### config.mk
export PLATFORM = sky130hd
export DESIGN_NAME = spi_master
export DESIGN_NICKNAME = d
export VERILOG_FILES = /design/src/rtl/spi_master_pkg.sv /design/src/rtl/spi_clkdiv.sv /design/src/rtl/spi_master.sv
export SDC_FILE = /design/constraint.sdc
export NUM_CORES = 1
export LEC_CHECK = 0
export BUFFER_PORTS_ARGS = -buffer_cell sky130_fd_sc_hd__buf_2
export CAP_MARGIN = 20
export CORE_MARGIN = 2
export CORE_UTILIZATION = 40
export DETAILED_ROUTE_END_ITERATION = 12
export GPL_TIMING_DRIVEN = 1
export PLACE_DENSITY = 0.56
export SYNTH_ARGS = -nofsm -noshare
export SYNTH_HDL_FRONTEND = slang
export SYNTH_HIERARCHICAL = 1
export SYNTH_SLANG_ARGS = --single-unit
### constraint.sdc
create_clock -name clock -period 6.2 [get_ports clock]
set_input_delay 1.24 -clock clock [delete_from_list [all_inputs] [get_ports clock]]
set_output_delay 1.24 -clock clock [all_outputs]
set_load 0.1 [all_outputs]
### src/rtl/spi_master_pkg.sv
// Shared definitions for the SPI master: the byte width and the FSM state encoding.
package spi_master_pkg;

  localparam int BYTE_W = 8;

  typedef enum logic [2:0] {
    IDLE,
    FETCH,
    LOAD,
    SHIFT,
    DONE
  } state_t;

endpackage

### src/rtl/spi_clkdiv.sv
// Half-period tick generator for the SPI clock.
// While enabled it counts DIV system clocks per half period and flags which
// SPI clock edge (rising or falling) the end of the current half produces.
// Disabling it returns the phase to "low" so every byte starts cleanly.
module spi_clkdiv
  import spi_master_pkg::*;
#(
  parameter int DIV = 1
) (
  input  logic clock,
  input  logic reset,
  input  logic i_enable,
  output logic o_rise,
  output logic o_fall
);

  localparam int CNT_W = $clog2(DIV) + 1;
  localparam logic [CNT_W-1:0] LAST = CNT_W'(DIV - 1);

  logic [CNT_W-1:0] r_count;
  logic             r_phase;
  logic             w_tick;

  assign w_tick = i_enable && (r_count == LAST);
  assign o_rise = w_tick && !r_phase;
  assign o_fall = w_tick && r_phase;

  // Count system clocks within a half period and toggle the phase at its end.
  always_ff @(posedge clock or posedge reset) begin
    if (reset) begin
      r_count <= '0;
      r_phase <= 1'b0;
    end else if (!i_enable) begin
      r_count <= '0;
      r_phase <= 1'b0;
    end else if (w_tick) begin
      r_count <= '0;
      r_phase <= !r_phase;
    end else begin
      r_count <= r_count + 1'b1;
    end
  end

endmodule

### src/rtl/spi_master.sv
// Byte-stream SPI master, mode 0, MSB first, full duplex.
// Pulls bytes from a get/empty source, shifts them out while sampling miso,
// and pushes each received byte to a put/full sink. Chip select stays low
// across back-to-back bytes and rises one cycle after the stream drains.
module spi_master
  import spi_master_pkg::*;
#(
  parameter int DIV = 1
) (
  input  logic              clock,
  input  logic              reset,
  input  logic [BYTE_W-1:0] in,
  output logic              get,
  input  logic              empty,
  output logic [BYTE_W-1:0] out,
  output logic              put,
  input  logic              full,
  output logic              spi_cs_n,
  output logic              spi_clock,
  output logic              spi_mosi,
  input  logic              spi_miso
);

  state_t            r_state;
  logic [BYTE_W-1:0] r_tx;
  logic [BYTE_W-1:0] r_rx;
  logic [BYTE_W-1:0] r_out;
  logic [2:0]        r_bitCnt;
  logic              r_get;
  logic              r_put;
  logic              r_csN;
  logic              r_sclk;
  logic              w_shiftEn;
  logic              w_rise;
  logic              w_fall;

  assign w_shiftEn = (r_state == SHIFT);

  spi_clkdiv #(
    .DIV(DIV)
  ) u_clkdiv (
    .clock   (clock),
    .reset   (reset),
    .i_enable(w_shiftEn),
    .o_rise  (w_rise),
    .o_fall  (w_fall)
  );

  // The MSB of the tx shifter is the line itself, so mosi changes only when
  // the shifter is loaded or shifted and returns to 0 once a byte has drained.
  assign get       = r_get;
  assign put       = r_put;
  assign out       = r_out;
  assign spi_cs_n  = r_csN;
  assign spi_clock = r_sclk;
  assign spi_mosi  = r_tx[BYTE_W-1];

  // Transfer FSM: fetch a byte, shift it out, deliver the received byte.
  // put is raised on entry to DONE so it never overlaps the get of the next
  // FETCH; when the sink is full DONE waits with the SPI clock parked low.
  always_ff @(posedge clock or posedge reset) begin
    if (reset) begin
      r_state  <= IDLE;
      r_tx     <= '0;
      r_rx     <= '0;
      r_out    <= '0;
      r_bitCnt <= '0;
      r_get    <= 1'b0;
      r_put    <= 1'b0;
      r_csN    <= 1'b1;
      r_sclk   <= 1'b0;
    end else begin
      case (r_state)
        IDLE: begin
          r_csN <= 1'b1;
          if (!empty) begin
            r_state <= FETCH;
            r_get   <= 1'b1;
          end
        end

        FETCH: begin
          r_get   <= 1'b0;
          r_state <= LOAD;
        end

        LOAD: begin
          r_tx    <= in;
          r_csN   <= 1'b0;
          r_state <= SHIFT;
        end

        SHIFT: begin
          if (w_rise) begin
            r_sclk <= 1'b1;
            r_rx   <= {r_rx[BYTE_W-2:0], spi_miso};
          end else if (w_fall) begin
            r_sclk   <= 1'b0;
            r_tx     <= {r_tx[BYTE_W-2:0], 1'b0};
            r_bitCnt <= r_bitCnt + 3'd1;
            if (r_bitCnt == 3'd7) begin
              r_state <= DONE;
              if (!full) begin
                r_out <= r_rx;
                r_put <= 1'b1;
              end
            end
          end
        end

        DONE: begin
          if (r_put) begin
            r_put <= 1'b0;
            if (!empty) begin
              r_state <= FETCH;
              r_get   <= 1'b1;
            end else begin
              r_state <= IDLE;
              r_csN   <= 1'b1;
            end
          end else if (!full) begin
            r_out <= r_rx;
            r_put <= 1'b1;
          end
        end

        default: begin
          r_state <= IDLE;
        end
      endcase
    end
  end

endmodule

==> results of run 1 <==
==> critical path, cell delays in order (launching register included) <==
cell	delay (ps)
dfrtp_1	510
nand3b_1	290
inv_2	270
and3b_2	260
or4bb_1	560
o22ai_4	310
mux2_2	380
==> final timing paths <==
check / end / cells after the start / startpoint / slack [ps]
hold / removal: r_bitCnt[0]$_DFFE_PP0P_ / 1 / r_bitCnt[0]$_DFFE_PP0P_ / 490
setup / recovery: out[5]$_DFFE_PP0P_ / 6 / r_state[0]$_DFFE_PP0P_ / 3500
hold reg to reg: r_bitCnt[0]$_DFFE_PP0P_ / 1 / r_bitCnt[0]$_DFFE_PP0P_ / 490
max in group asynchronous: out[7]$_DFFE_PP0P_ / 3 / reset / 4570
min in group asynchronous: u_clkdiv/r_phase$_DFFE_PP0P_ / 2 / reset / 800
setup reg to reg: out[5]$_DFFE_PP0P_ / 6 / r_state[0]$_DFFE_PP0P_ / 3500
==> metal layers <==
layer | vias up | global-route usage, % | routed length, um
li1 | 476 | - | -
met1 | 476 | 16.9 | 1220
met2 | 21 | 22.4 | 1340
met3 | 2 | 5.91 | 147
met4 | 0 | 3.06 | 7
met5 | - | 0 | 0
==> metrics by stage <==
step                      instance area, um2  worst slack [ps]
after detailed placement                1770              3440
final                                   1880              3500
after global placement                  1770              3480
after floorplan                         1590              3700
after global routing                    1880              3350
after CTS                               1880              3460
==> cell usage after synthesis <==
library cell  number  area (um2)
dfrtp_1           35         876
mux2_2            32         360
inv_1              7        26.3
o21ai_0            6        30.0
a21oi_1            3        15.0
nand2_1            3        11.3
nand2b_1           3        18.8
nor2_1             3        11.3
ha_1               2        25.0
nand3b_1           2        15.0
o32ai_1            2        17.5
a21oi_2            1        8.76
a221o_1            1        10.0
a2bb2oi_1          1        8.76
and2_1             1        6.26
and3b_2            1        10.0
buf_6              1        11.3
conb_1             1        3.75
dfstp_2            1        26.3
inv_2              1        3.75
nor2b_1            1        6.26
nor3b_1            1        7.51
o211a_1            1        10.0
o22ai_4            1        20.0
or2_2              1        6.26
or4b_4             1        13.8
or4bb_1            1        11.3
xnor2_1            1        8.76
xor2_1             1        8.76
==> placed cells by master, fill, tap and decap left out, types with 2 or more instances in the layout <==
master	n
dfrtp_1	35
mux2_2	32
buf_2	25
inv_1	7
o21ai_0	6
clkbuf_8	5
nand2_1	3
a21oi_1	3
nor2_1	3
nand2b_1	3
nand3b_1	2
o32ai_1	2
ha_1	2
==> report_power, final <==
group | switching [mW] | internal (mW)
Sequential | 0.0599 | 0.330
Clock | 0.0870 | 0.121
Combinational | 0.328 | 0.182
==> area by class of cell <==
cell class	instances	area [um2]	area share [%]
clock buffers	5	68.8	3.65
clock inverters	3	46.3	2.46
inverters	8	30.0	1.59
multi-input cells	71	644	34.2
flip-flops and latches	36	902	47.9
well taps	48	60.1	3.19
repair buffers	26	133	7.04
==> flip-flops by register name, summed over array words and instances, names as in the netlist <==
| register | flops |
|---|---|
| out | 8 |
| r_rx | 8 |
| r_tx | 8 |
| r_bitCnt | 3 |
| r_state | 3 |
| get | 1 |
| put | 1 |
| spi_clock | 1 |
| spi_cs_n | 1 |
| u_clkdiv/r_count | 1 |
| u_clkdiv/r_phase | 1 |
==> cells by family (layout without fill, tap and decap cells) <==
| kind of cell | after synthesis | count (layout) | share of synthesized area, % |
|---|---|---|---|
| and+or+nand+nor | 18 | 18 | 7.41 |
| xor gates and xnor gates | 2 | 2 | 1.10 |
| muxes | 32 | 32 | 22.7 |
| AOI/OAI and AO/OA | 16 | 16 | 7.57 |
| DFF | 36 | 36 | 56.8 |
| other | 1 | 1 | 0.236 |
| buffers and inverters | 9 | 42 | 2.60 |
| adders and majority gates | 2 | 2 | 1.58 |
==> reports/qor.csv, run 1 <==
metric,value,unit
required,6370,ps
seq_area_frac_synth,56.8,%
crit_arrival,2870,ps
wirelength,2.71,mm
worstSetupPathType,reg -> reg,
die_x,67.0,um
maxCapViolations,0,
clk_latency,290,ps
layoutNonFillerInstCount,197,
die_area,0.00449,mm2
die_y,67.0,um
cts_root_buffer,clkbuf_8,
start_kind,flip-flop,
drtIter0Drc,40,
status,finished clean,
cp_max_fo,11,
ant_nets,0,
vias,975,
rsz0062_at_grt,false,
dp_cells,189,
hold_viol_final,0,
overflow,0,
setup_tns,0,ps
cts.reportedPaths.clkPinSlew,70,ps
drc,0,
powerDensity,588,mW/mm2
critPathCaptureType,flip-flop,
clock_path_buffers,2,
ios,26,
dpl.hpwl,1.95,mm
ys_warn_count,6,
post_cts_buffers,0,
syn_area_per_cell,13.7,um2
yosysUniqueCellTypes,29,
synth_nets,131,
antenna_found_initial,0,
cts_buffers,5,
grt_pass1_vias,975,
hold_class,reg -> reg,
fillers,353,
floorplan.initialDensity,42.4,%
io_buffers,25,
whs,487,ps
syn_inst,116,
finalCritPeriodShare,43.6,%
fmaxAchievable,370,MHz
nNetsFinal,163,
antenna_cells,0,
finalSetupViolCount,0,
track_usage,13.8,%
p_leak,0.903,nW
synth-seq-cells,36,
wl_per_cell,13.8,um
slew_viol_final,0,
final_util,50.3,%
viasPerCell,4.95,
fin_total_pwr,1.11,mW
detail_route.first_pass.iterations,2,
fin_skew,5.86,ps
period_needed,2700,ps
grt_max_degree,24,
clkSinkCount,36,
floorplan.rows,22,
core,0.00374,mm2
cts_tree,yes,
htreeDepth,2,
synthesis.area,0.00159,mm2
drive_gt1_share,49.0,%
area_delta_synth_final,18.7,%
grt_pass1_wl,4.46,mm
place.gp.congestion,0.793,
vdd_drop_max,0.000356,V
cts_resized,0,
hold_buffers,0,
(Power assumes the default switching activity.)
==> run 2: changes to the inputs <==
--- a/config.mk
+++ b/config.mk
@@ -5,13 +5,14 @@
 export SDC_FILE = /design/constraint.sdc
 export NUM_CORES = 1
 export LEC_CHECK = 0
+export ABC_AREA = 1
 export BUFFER_PORTS_ARGS = -buffer_cell sky130_fd_sc_hd__buf_2
 export CAP_MARGIN = 20
 export CORE_MARGIN = 2
 export CORE_UTILIZATION = 40
 export DETAILED_ROUTE_END_ITERATION = 12
 export GPL_TIMING_DRIVEN = 1
-export PLACE_DENSITY = 0.56
+export PLACE_DENSITY = 0.58
 export SYNTH_ARGS = -nofsm -noshare
 export SYNTH_HDL_FRONTEND = slang
 export SYNTH_HIERARCHICAL = 1
==> constraint.sdc (replaced) <==
create_clock -name clock -period 2.47 [get_ports clock]
set_input_delay 0.494 -clock clock [delete_from_list [all_inputs] [get_ports clock]]
set_output_delay 0.494 -clock clock [all_outputs]
set_load 0.1 [all_outputs]
==> reports/qor.csv, run 2 <==
metric,value,unit,change
finalSetupViolCount,0,,unchanged
wl_met2,1.40,mm,+3.9%
swShare,52.2,%,+9.3 points
hold_viol_final,0,,unchanged
clock_path_buffers,2,,unchanged
r2r_start,r_state[1]$_DFFE_PP0P_,,
clkSinkCount,36,,unchanged
top_layer,met4,,
synthesis.area,0.00170,mm2,+7.1%
powerDensity,1400,mW/mm2,+140%
worstSetupPathType,reg -> reg,,
dp_cells,289,,+53%
cts_resized,0,,unchanged
hold_class,in -> async,,
floorplan.rows,23,,+4.5%
yosysTopAreaCell,dfrtp_1,,
synth_most_common_cell,nand2_1,,
rsz0062_at_grt,false,,
antenna_found_initial,0,,unchanged
final_common_cell,nand2_1,,
period_needed,2030,ps,-668 ps
r2r_slack,440,ps,-3060 ps
fin_skew,9.33,ps,+3.47 ps
overflow,0,,unchanged
maxCapViolations,0,,unchanged
cp_max_fo,9,,-2
area_delta_synth_final,16.6,%,
m1WireLength,1.82,mm,+50%
required,2650,ps,-3720 ps
die_y,69.2,um,+3.3%
cts_root_buffer,clkbuf_8,,
place.gp.congestion,0.839,,+5.8%
htreeDepth,2,,unchanged
layout_common_cells,"nand2_1 (94), dfrtp_1 (35), buf_2 (25)",,
cts_tree,yes,,
ys_warn_count,6,,unchanged
seqPwrFrac,34.1,%,-1.1 points
vdd_drop_max,0.000729,V,+100%
drive_gt1_share,17.8,%,-31 points
critPathCaptureType,flip-flop,,
wl_per_cell,11.6,um,-16%
drtIter0Drc,127,,+220%
syn_area_per_cell,7.91,um2,-42%
syn_inst,215,,+85%
post_cts_buffers,0,,unchanged
cts.reportedPaths.clkPinSlew,70,ps,about the same
r2r-end,out[7]$_DFFE_PP0P_,,
synthTopCellsByCount,"nand2_1 (94), dfrtp_1 (35), inv_1 (19), nand3_1 (19), nor2_1 (9)",,
drc,0,,unchanged
clkPwrFrac,15.5,%,-3.3 points
wl_met3,158,um,+7.5%
vias,1397,,+43%
hold_buffers,0,,unchanged
synth-seq-cells,36,,unchanged
track_usage,16.6,%,+2.8 points
finalCritPeriodShare,82.3,%,+39 points
grt_pass1_wl,6.35,mm,+43%
start_kind,flip-flop,,
setup_tns,0,ps,unchanged
crit_arrival,2210,ps,-660 ps
clk_latency,290,ps,about the same
die_area,0.00479,mm2,+6.7%
wirelength,3.43,mm,+26%
ios,26,,unchanged
fillers,421,,+19%
core,0.00406,mm2,+8.4%
floorplan.initialDensity,41.9,%,-0.51 points
die_x,69.2,um,+3.3%
nNetsFinal,261,,+60%
status,finished clean,,
slew_viol_final,0,,unchanged
yosysUniqueCellTypes,21,,-28%
combPwrFrac,50.4,%,+4.4 points
p_sw,1.45,mW,+200%
io_buffers,25,,unchanged
viasPerCell,4.70,,-5.0%
synth_area_leaders,"dfrtp_1 (52%), nand2_1 (21%), nand3_1 (5.6%)",,
grt_pass1_vias,1387,,+42%
fmaxAchievable,492,MHz,+33%
synth_edf_count,0,,unchanged
cts_buffers,5,,unchanged
reg2reg_depth,9,,+3
p_leak,1.14,nW,+26%
ant_nets,0,,unchanged
p_int,1.33,mW,+110%
synth_top_flop_cell,dfrtp_1,,
dpl.hpwl,2.43,mm,+24%
synth_nets,230,,+76%
yosysTopAreaCellShare,51.5,%,-3.7 points
synth-async-reset-ratio,100,%,unchanged
antenna_cells,0,,unchanged
grt_max_degree,35,,+46%
layoutNonFillerInstCount,297,,+51%
seq_area_frac_synth,53.1,%,-3.8 points
detail_route.first_pass.iterations,4,,+2
## run 2: final cells by class
class                   count  area, um2  area share, %
clock buffers               6       82.6           4.16
clock inverters             2       10.0          0.505
inverters                  21       78.8           3.97
multi-input cells         154        699           35.3
flip-flops and latches     36        902           45.5
well taps                  50       62.6           3.15
repair buffers             28        148           7.44
## run 2: kinds of logic (layout without fill, tap and decap cells)
| family | after synthesis | count (layout) | share of synthesized area (%) |
|---|---|---|---|
| flops | 36 | 36 | 53.1 |
| fa+ha+maj | 2 | 2 | 1.47 |
| compound gates | 22 | 22 | 8.46 |
| xor+xnor | 1 | 1 | 0.515 |
| buf+inv | 25 | 57 | 5.81 |
| other cells | 1 | 1 | 0.221 |
| simple gates | 128 | 128 | 30.5 |
## run 2: per-stage QoR
step | hold WS [ps] | worst slack (ps) | area (um2) | utilization [%] | power [mW]
2_1_floorplan | 235 | 531 | 1700 | - | 2.11
3_3_place_gp | 356 | 591 | 1890 | 46.6 | 2.35
3_5_place_dp | 355 | 483 | 1890 | 46.6 | 2.37
4_1_cts | 42.8 | 468 | 1980 | 48.9 | 2.81
5_1_grt | 43.9 | 164 | 1980 | 48.9 | 2.99
6_report | 49.9 | 436 | 1980 | 48.9 | 2.77
## run 2: worst max path at each step
stage	start	endpoint	slack, ps	cells after the start
finish	r_state[1]$_DFFE_PP0P_	out[7]$_DFFE_PP0P_	440	9
global route	r_state[1]$_DFFE_PP0P_	out[7]$_DFFE_PP0P_	160	9
CTS	r_state[1]$_DFFE_PP0P_	out[7]$_DFFE_PP0P_	470	9
detailed placement	r_state[1]$_DFFE_PP0P_	out[7]$_DFFE_PP0P_	480	9
global placement	r_state[1]$_DFFE_PP0P_	out[3]$_DFFE_PP0P_	590	9
floorplan	r_state[1]$_DFFE_PP0P_	out[0]$_DFFE_PP0P_	530	11
## run 2: metal layers
layer  GRT usage (%)  vias up
li1                -      739
met1            24.4      619
met2            23.3       34
met3            4.65        5
met4            5.88        0
met5               0        -
## run 2: power groups by stage
stage          Sequential, mW  Combinational, mW  Clock [mW]
2_1_floorplan            1.51              0.600           0
3_3_place_gp            0.950               1.40           0
3_5_place_dp            0.956               1.41           0
4_1_cts                 0.947               1.41       0.448
5_1_grt                 0.977               1.54       0.474
6_report                0.945               1.40       0.431
## run 2: worst max-delay path: stages (launching register included)
cell	delay [ps]
dfrtp_1	480
nand2_1	110
nor2_1	130
nand2_1	70
nor2_1	260
nand2_1	140
o21ai_1	290
nand2_2	200
o21bai_1	190
nand2_1	60
